[src/rtl/serio_ocp_pkg.sv]
// Shared encodings for the serial-command to OCP bridge: FSM states, OCP MCmd/SResp codes,
// and the ASCII opcode and reply bytes exchanged over the UART.
package serio_ocp_pkg;

  typedef enum logic [2:0] {
    ST_IDLE    = 3'd0,
    ST_ADDR    = 3'd1,
    ST_DATA    = 3'd2,
    ST_CMD     = 3'd3,
    ST_WAIT    = 3'd4,
    ST_TX_STAT = 3'd5,
    ST_TX_DATA = 3'd6
  } state_t;

  localparam logic [2:0] MCMD_IDLE = 3'b000;
  localparam logic [2:0] MCMD_WR   = 3'b001;
  localparam logic [2:0] MCMD_RD   = 3'b010;

  localparam logic [1:0] SRESP_NULL = 2'b00;
  localparam logic [1:0] SRESP_DVA  = 2'b01;
  localparam logic [1:0] SRESP_FAIL = 2'b10;
  localparam logic [1:0] SRESP_ERR  = 2'b11;

  localparam logic [7:0] OP_WRITE  = 8'h57;
  localparam logic [7:0] OP_READ   = 8'h52;
  localparam logic [7:0] REPLY_OK  = 8'h4B;
  localparam logic [7:0] REPLY_ERR = 8'h45;

  // Writes only fail on FAIL/ERR; reads must see DVA to succeed.
  function automatic logic [7:0] reply_status(input logic is_write, input logic [1:0] sresp);
    if (is_write)
      return (sresp == SRESP_FAIL || sresp == SRESP_ERR) ? REPLY_ERR : REPLY_OK;
    else
      return (sresp == SRESP_DVA) ? REPLY_OK : REPLY_ERR;
  endfunction

endpackage

[src/rtl/uart_frame_timer.sv]
// Inter-byte timeout counter for partially received command frames.
module uart_frame_timer #(
  parameter logic [15:0] TIMEOUT_CYCLES = 16'd50000
) (
  input  logic clk,
  input  logic rst_n,
  input  logic run,
  input  logic reload,
  output logic expired
);

  logic [15:0] cnt_reg;

  // Fires on the TIMEOUT_CYCLES-th consecutive running cycle without a received byte.
  assign expired = run && !reload && (cnt_reg == TIMEOUT_CYCLES - 16'd1);

  always_ff @(posedge clk or negedge rst_n) begin
    if (!rst_n)
      cnt_reg <= 16'd0;
    else if (!run || reload || expired)
      cnt_reg <= 16'd0;
    else
      cnt_reg <= cnt_reg + 16'd1;
  end

endmodule

[src/rtl/uart_cmd_master.sv]
// Decodes 'W' addr data / 'R' addr UART frames into single OCP transactions and replies
// with a status byte (plus data for reads). Optional frame timeout: UART_FRAME_TIMEOUT_EN.
module uart_cmd_master
  import serio_ocp_pkg::*;
#(
  parameter logic [15:0] TIMEOUT_CYCLES = 16'd50000
) (
  input  logic       clk,
  input  logic       rst_n,
  input  logic [7:0] rx_data,
  input  logic       rx_valid,
  output logic [7:0] tx_data,
  output logic       tx_valid,
  input  logic       tx_ready,
  output logic [2:0] MCmd,
  output logic [7:0] MAddr,
  output logic [7:0] MData,
  input  logic       SCmdAccept,
  input  logic [7:0] SData,
  input  logic [1:0] SResp,
  output logic       overrun,
  output logic [2:0] state
);

  state_t     state_reg, state_next;
  logic       op_write_reg;
  logic [7:0] maddr_reg, mdata_reg, sdata_reg, status_reg;
  logic       overrun_reg;
  logic       wait_done;
  logic       frame_timeout;
  logic       is_opcode;
  logic       busy;

`ifdef UART_FRAME_TIMEOUT_EN
  uart_frame_timer #(
    .TIMEOUT_CYCLES(TIMEOUT_CYCLES)
  ) u_frame_timer (
    .clk    (clk),
    .rst_n  (rst_n),
    .run    (state_reg == ST_ADDR || state_reg == ST_DATA),
    .reload (rx_valid),
    .expired(frame_timeout)
  );
`else
  // No timer in this build; the parameter is only referenced to keep the interface uniform.
  assign frame_timeout = (TIMEOUT_CYCLES == 16'd0) & 1'b0;
`endif

  assign is_opcode = (rx_data == OP_WRITE) || (rx_data == OP_READ);
  assign wait_done = op_write_reg ? SCmdAccept : (SResp != SRESP_NULL);
  assign busy      = (state_reg == ST_CMD) || (state_reg == ST_WAIT) ||
                     (state_reg == ST_TX_STAT) || (state_reg == ST_TX_DATA);

  always_ff @(posedge clk or negedge rst_n) begin
    if (!rst_n)
      state_reg <= ST_IDLE;
    else
      state_reg <= state_next;
  end

  always_comb begin
    state_next = state_reg;
    case (state_reg)
      ST_IDLE:    if (rx_valid && is_opcode) state_next = ST_ADDR;
      ST_ADDR: begin
        if (rx_valid)           state_next = op_write_reg ? ST_DATA : ST_CMD;
        else if (frame_timeout) state_next = ST_IDLE;
      end
      ST_DATA: begin
        if (rx_valid)           state_next = ST_CMD;
        else if (frame_timeout) state_next = ST_IDLE;
      end
      ST_CMD:     if (SCmdAccept) state_next = ST_WAIT;
      ST_WAIT:    if (wait_done)  state_next = ST_TX_STAT;
      ST_TX_STAT: if (tx_ready)   state_next = op_write_reg ? ST_IDLE : ST_TX_DATA;
      ST_TX_DATA: if (tx_ready)   state_next = ST_IDLE;
      default:                    state_next = ST_IDLE;
    endcase
  end

  always_comb begin
    MCmd     = MCMD_IDLE;
    tx_valid = 1'b0;
    tx_data  = 8'h00;
    case (state_reg)
      ST_CMD:     MCmd = op_write_reg ? MCMD_WR : MCMD_RD;
      ST_TX_STAT: begin
        tx_valid = 1'b1;
        tx_data  = status_reg;
      end
      ST_TX_DATA: begin
        tx_valid = 1'b1;
        tx_data  = (status_reg == REPLY_ERR) ? 8'h00 : sdata_reg;
      end
      default: ;
    endcase
  end

  always_ff @(posedge clk or negedge rst_n) begin
    if (!rst_n) begin
      op_write_reg <= 1'b0;
      maddr_reg    <= 8'h00;
      mdata_reg    <= 8'h00;
      sdata_reg    <= 8'h00;
      status_reg   <= 8'h00;
      overrun_reg  <= 1'b0;
    end else begin
      if (state_reg == ST_IDLE && rx_valid && is_opcode)
        op_write_reg <= (rx_data == OP_WRITE);
      if (state_reg == ST_ADDR && rx_valid)
        maddr_reg <= rx_data;
      if (state_reg == ST_DATA && rx_valid)
        mdata_reg <= rx_data;
      if (state_reg == ST_WAIT && wait_done) begin
        status_reg <= reply_status(op_write_reg, SResp);
        if (!op_write_reg)
          sdata_reg <= SData;
      end
      if (busy && rx_valid)
        overrun_reg <= 1'b1;
    end
  end

  assign MAddr   = maddr_reg;
  assign MData   = mdata_reg;
  assign overrun = overrun_reg;
  assign state   = state_reg;

endmodule

[config.mk]
export PLATFORM = sky130hd
export DESIGN_NAME = uart_cmd_master
export DESIGN_NICKNAME = d
export VERILOG_FILES = /design/src/rtl/serio_ocp_pkg.sv /design/src/rtl/uart_frame_timer.sv /design/src/rtl/uart_cmd_master.sv
export SDC_FILE = /design/constraint.sdc
export NUM_CORES = 1
export LEC_CHECK = 0
export BUFFER_PORTS_ARGS = -buffer_cell sky130_fd_sc_hd__buf_4
export CAP_MARGIN = 20
export CORE_MARGIN = 2
export CORE_UTILIZATION = 49
export CTS_BUF_LIST = sky130_fd_sc_hd__clkbuf_16
export CTS_CLUSTER_DIAMETER = 200
export DETAILED_ROUTE_END_ITERATION = 10
export GPL_TIMING_DRIVEN = 1
export PLACE_DENSITY_LB_ADDON = 0.1
export SYNTH_ARGS = -nofsm -noshare
export SYNTH_HDL_FRONTEND = slang
export SYNTH_SLANG_ARGS = --single-unit
export TNS_END_PERCENT = 100
[constraint.sdc]
create_clock -name clk -period 1.99 [get_ports clk]
set_input_delay 0.199 -clock clk [delete_from_list [all_inputs] [get_ports clk]]
set_output_delay 0.199 -clock clk [all_outputs]
set_load 0.02 [all_outputs]
### Word level (Yosys, flattened, before mapping)

Index checks and enable logic that the tools add are counted.

* latch bits: 0
* RAM bits: 0
* memories kept: 0
* word-level logic and storage cells: 63
* register bits: 37
* memory bits (read-only): 0
* input port bits: 23
* output and inout port bits: 32

* add/sub/neg operators: 0
* $lt $le $gt $ge: 0
* bitwise logic cells: 1
* mux-type cells: 19
* reduce and logical (&&, ||, !) cells: 17
* shift operators: 0
* div/mod/pow operators: 0
* multiply operators: 0
* equal/unequal tests: 19

Operator list (count)
* 8-bit by 7-bit == test with 1-bit output, second input constant: 3
* 3-bit 2-to-1 mux: 8
* 3-bit case mux with 7 select lines: 1
* 8-bit case mux with 2 select lines: 1
* 2-bit != test, second input constant: 7
* 4-bit 2-to-1 mux: 3
* 3-bit == test, second input constant: 3
* 8-bit 2-to-1 mux: 1
* 1-bit logical AND: 7
* 7-bit AND reduction: 1
* 3-bit by 2-bit == test with 1-bit output, second input constant: 2
* 1-bit logical OR: 5
* 2-bit == test, second input constant: 2
* 2-bit 2-to-1 mux: 2
* 3-bit by 1-bit == test with 1-bit output, second input constant: 1
* 3-bit zero test: 1
* 1-bit 2-to-1 mux: 3
* 2-bit by 1-bit == test with 1-bit output, second input constant: 1
* 2-bit AND reduction: 1
* 2-bit nonzero test: 1
* 2-bit OR reduction: 1
* 1-bit NOT: 1

### Longest topological paths before layout

* word-level depth: 5
* mapped depth: 5
* mapped depth without buffers: 4

### Least setup slack after synthesis

OpenSTA, ideal clock, no wires.

* path type: reg2out
* from: register state_reg[2], in the netlist state[2]
* to: output tx_data[0]
* stages on the path, launching flop included: 5
* buffers on the path: 1
* path slack: 229 ps
* data required time: 1791 ps
* data arrival time: 1562 ps
* cells stage by stage: dfrtp_1 > buf_2 > inv_1 > nor3_1 > a32o_1

* longest elaborated chain between the ends: 2
* elaborated cells between the ends (all ways): 3
* classes of those cells: 2 x eq/ne; 1 x mux

Ends and longest elaborated chain
* from (decl): RTL line uart_cmd_master.sv:25 `state_t state_reg, state_next;`
* from (signal assigned): RTL line uart_cmd_master.sv:58 `state_reg <= state_next;`
* 3-bit == test: RTL line uart_cmd_master.sv:85 `case (state_reg)`
* 8-bit case mux with 2 select lines (*): RTL line uart_cmd_master.sv:85
* to (decl): RTL line uart_cmd_master.sv:12 `output logic [7:0] tx_data,`

Mark *: on every way between the ends. The rest lies on a longest branch, timed or not.

### Worst setup path after layout

* from: register state_reg[2], in the netlist state[2]
* to: output tx_data[5]

The elaborated chain is that of the path after synthesis.

==> impl_table.tex <==
\begin{tabular}{lr}
\hline
Metric & Value \\
\hline
\multicolumn{2}{l}{\textbf{GRT}} \\
Antenna violations before repair & 0 \\
Maximum number of pins on one net before global-route repair & 33 \\
Wire length of the first global-routing pass & 5796 microns \\
Number of global-route vias before repair & 1266 \\
Total routing resource utilization after global routing & 0.2165 \\
Grt total ovfl & 0 \\
\multicolumn{2}{l}{\textbf{Power}} \\
Cell area power density & 1452 nW/um\^{}2 \\
Standby leakage power & 1.073 nW \\
Worst-case vdd ir drop & 0.8771 mV \\
\multicolumn{2}{l}{\textbf{Layout}} \\
Leading cell type in the layout, fill and taps excluded & sky130\_fd\_sc\_hd\_\_buf\_4 \\
Post-layout net count & 213 \\
ANT cells & 0 \\
Layout cells sized above 1 & 0.5211 \\
Number of inserted filler cells in the final layout & 230 \\
Synth-to-layout area growth & 38.24\% \\
Summed area of non-filler cells in the final layout & 2198 sq um \\
Commonest cells after routing, fill and taps aside & sky130\_fd\_sc\_hd\_\_buf\_4, sky130\_fd\_sc\_hd\_\_dfrtp\_1, sky130\_fd\_sc\_hd\_\_mux2\_2 \\
\multicolumn{2}{l}{\textbf{Synthesis}} \\
Seq/Total Area, Yosys & 0.5035 \\
Largest cells by area after synthesis & sky130\_fd\_sc\_hd\_\_dfrtp\_1, sky130\_fd\_sc\_hd\_\_mux2\_2, sky130\_fd\_sc\_hd\_\_a32o\_1 \\
Number of distinct library cell variants in the gate-level netlist after synthesis & 38 \\
Yosys synthesis warning count & 0 \\
Netlist area before placement & 1590 sq um \\
Total nets after synthesis & 152 \\
Seq cells post-synth & 32 \\
Mean Syn Cell Area & 12.33 sq um \\
Gate count after technology mapping & 129 \\
Cell type with the largest total area after synthesis & sky130\_fd\_sc\_hd\_\_dfrtp\_1 \\
Area share of the largest cell type after synthesis & 0.5035 \\
\multicolumn{2}{l}{\textbf{Critical path}} \\
Critical Setup Path Class & reg2out \\
Arrival time of the worst setup path & 1.61 ns \\
Cell type of the slowest stage on the worst timing path & sky130\_fd\_sc\_hd\_\_dfrtp\_2 \\
Type of element capturing the critical path & output pin \\
Critical path, cell by cell & inv\_1 -> nor3\_1 -> buf\_4 -> and2\_1 -> buf\_4 \\
Required time of the critical path & 1.79 ns \\
Startpoint types & register \\
Maximum single-stage delay on the critical path & 0.54 ns \\
Most Frequent Cell on Critical Path & sky130\_fd\_sc\_hd\_\_buf\_4 \\
Peak fanout along the critical path & 14 \\
\multicolumn{2}{l}{\textbf{Place}} \\
Worst slack at placement & 0.2223 ns \\
Final GP Congestion & 0.8864 \\
Detailed placement HPWL & 2627 microns \\
Number of buffer cells added on primary ports & 53 \\
Post-detailed-placement cell area & 2053 sq um \\
\multicolumn{2}{l}{\textbf{Die}} \\
Number of placement rows & 20 \\
Core area & 3078 sq um \\
Die Area & 3717 sq um \\
Horizontal die dimension & 60.97 microns \\
\# IOs & 55 \\
Initial cell density of the core & 0.5167 \\
Chip Height & 60.97 microns \\
\multicolumn{2}{l}{\textbf{Route}} \\
First-pass iteration count of the detailed router & 4 \\
Via Count & 1258 \\
Count of nets left with antenna violations after detail routing & 0 \\
Average wire per cell in the routed design & 15.05 microns \\
Drc violations & 0 \\
Via/cell ratio & 5.376 \\
Routed WL & 3522 microns \\
First-iteration detailed-routing DRC count & 71 \\
\multicolumn{2}{l}{\textbf{Timing}} \\
Number of failing setup endpoints in the final timing report & 0 \\
Fraction of the cycle the final worst path needs & 0.9076 \\
Setup slack of the critical path after layout & 0.1839 ns \\
Clock skew after layout & 0.006584 ns \\
RSZ-0062 raised after global routing & false \\
Count of final hold-check violations & 0 \\
Minimum clock period & 1.806 ns \\
Final-report max-slew violation count & 0 \\
Peak clock frequency supported by timing & 0.5537 GHz \\
Post-route setup TNS & 0 ns \\
\multicolumn{2}{l}{\textbf{CTS}} \\
Number of levels in the clock H-tree & 2 \\
Setup fix buffers added after clock tree synthesis & 0 \\
TritonCTS clock tree & done \\
Max Buffers Root-to-Sink & 2 \\
Clock Latency Late Sink & 0.27 ns \\
Clock transition time at the flip-flop clock pins of the worst setup and hold paths & 0.05 ns \\
CTS buffer count & 5 \\
Total clock sinks & 32 \\
Clk root buf & sky130\_fd\_sc\_hd\_\_clkbuf\_16 \\
\multicolumn{2}{l}{\textbf{Flow run}} \\
Max-cap violations & 0 \\
\multicolumn{2}{l}{\textbf{Min path}} \\
Worst Hold Class & in2reg \\
\multicolumn{2}{l}{\textbf{Status}} \\
Outcome & completed \\
\hline
\end{tabular}
[power by group]
group	internal (mW)	total [mW]	switching, mW
Clock	0.447	0.692	0.244
Sequential	0.883	1.07	0.187
Combinational	0.681	1.43	0.750
[final cells by class]
cell class / count / area [sq um] / share of cell area
Timing Repair Buffer: 61 / 460.4 / 0.2094
Multi-Input combinational cell: 86 / 732.0 / 0.3330
Clock buffer: 5 / 125.1 / 0.05692
Clock inverter: 2 / 8.758 / 0.003984
Inverter: 4 / 15.01 / 0.006830
Tap cell: 44 / 55.05 / 0.02504
Sequential cell: 32 / 802.0 / 0.3648
[path summary, 6_finish.rpt]
check / depth (start not counted) / endpoint / slack [ns] / startpoint
min in group asynchronous: 2 / MData[0]$_DFFE_PN0P_ / 0.40 / rst_n
setup reg to reg: 4 / MAddr[5]$_DFFE_PN0P_ / 0.23 / state[1]$_DFFE_PN0P_
max in group asynchronous: 2 / state[2]$_DFFE_PN0P_ / 1.27 / rst_n
hold reg to reg: 1 / overrun$_DFFE_PN0P_ / 0.45 / overrun$_DFFE_PN0P_
setup / recovery: 5 / tx_data[5] / 0.18 / state[2]$_DFFE_PN0P_
hold / removal: 2 / sdata_reg[2]$_DFFE_PN0P_ / 0.16 / SData[2]
[worst max-delay path, delay by kind of cell, from the launching register on]
family / cells / cell delay [ns]
DFF: 1 / 0.54
and+or+nand+nor: 2 / 0.34
buffers and inverters: 3 / 0.46
[Yosys cell counts (all sizes together)]
master,number
xor2,2
o21bai,1
nor2b,2
dfrtp,32
mux2,24
clkbuf,1
buf,6
nand2,8
nor4bb,1
conb,1
a32o,5
and4bb,1
o311ai,1
nor3,4
a21o,3
or4b,1
o221ai,1
a2111oi,1
nand3b,1
mux2i,1
nand3,1
o21ai,4
nor3b,1
nor4,1
a21oi,3
inv,4
o21a,2
nand4b,2
o22ai,1
o31ai,1
and2,3
nand2b,2
nor2,7
[repair_timing]
item                                   4_1_cts  5_1_grt
endpoints found under the hold margin       32        0
gates resized for setup                      1        0
hold buffers                                 1        0
setup endpoints to repair                    3        0
[through the flow]
| stage | hold WS [ns] | total power [mW] | instances | utilization |
|---|---|---|---|---|
| final | 0.1591 | 3.193 | 234 | 0.7142 |
| after global routing | 0.1582 | 3.391 | 234 | 0.7142 |
| after CTS | 0.1543 | 3.225 | 234 | 0.7142 |
| after detailed placement | 0.1602 | 2.514 | 226 | 0.6671 |
| after global placement | 0.1524 | 2.470 | 226 | 0.6671 |
| after floorplan | -0.09659 | 1.923 | 129 | - |
[kinds of logic (layout without fill, tap and decap cells)]
kind of cell | after synthesis | in the layout | synth area share
flops | 32 | 32 | 0.5035
simple gates | 35 | 35 | 0.1637
xor+xnor | 2 | 2 | 0.01102
buf+inv | 11 | 72 | 0.03619
other cells | 1 | 1 | 0.002358
mux | 25 | 25 | 0.1762
compound gates | 23 | 23 | 0.1070
[layer usage]
layer	track usage	share of wire	wire length (microns)	vias up
li1	-	-	-	591
met3	0.06823	0.059	207	2
met4	0.06522	0.0048	17	0
met2	0.3502	0.50	1751	40
met5	0	0	0	-
met1	0.2802	0.44	1545	625
No activity file was read; power rests on OpenSTA's default activity.
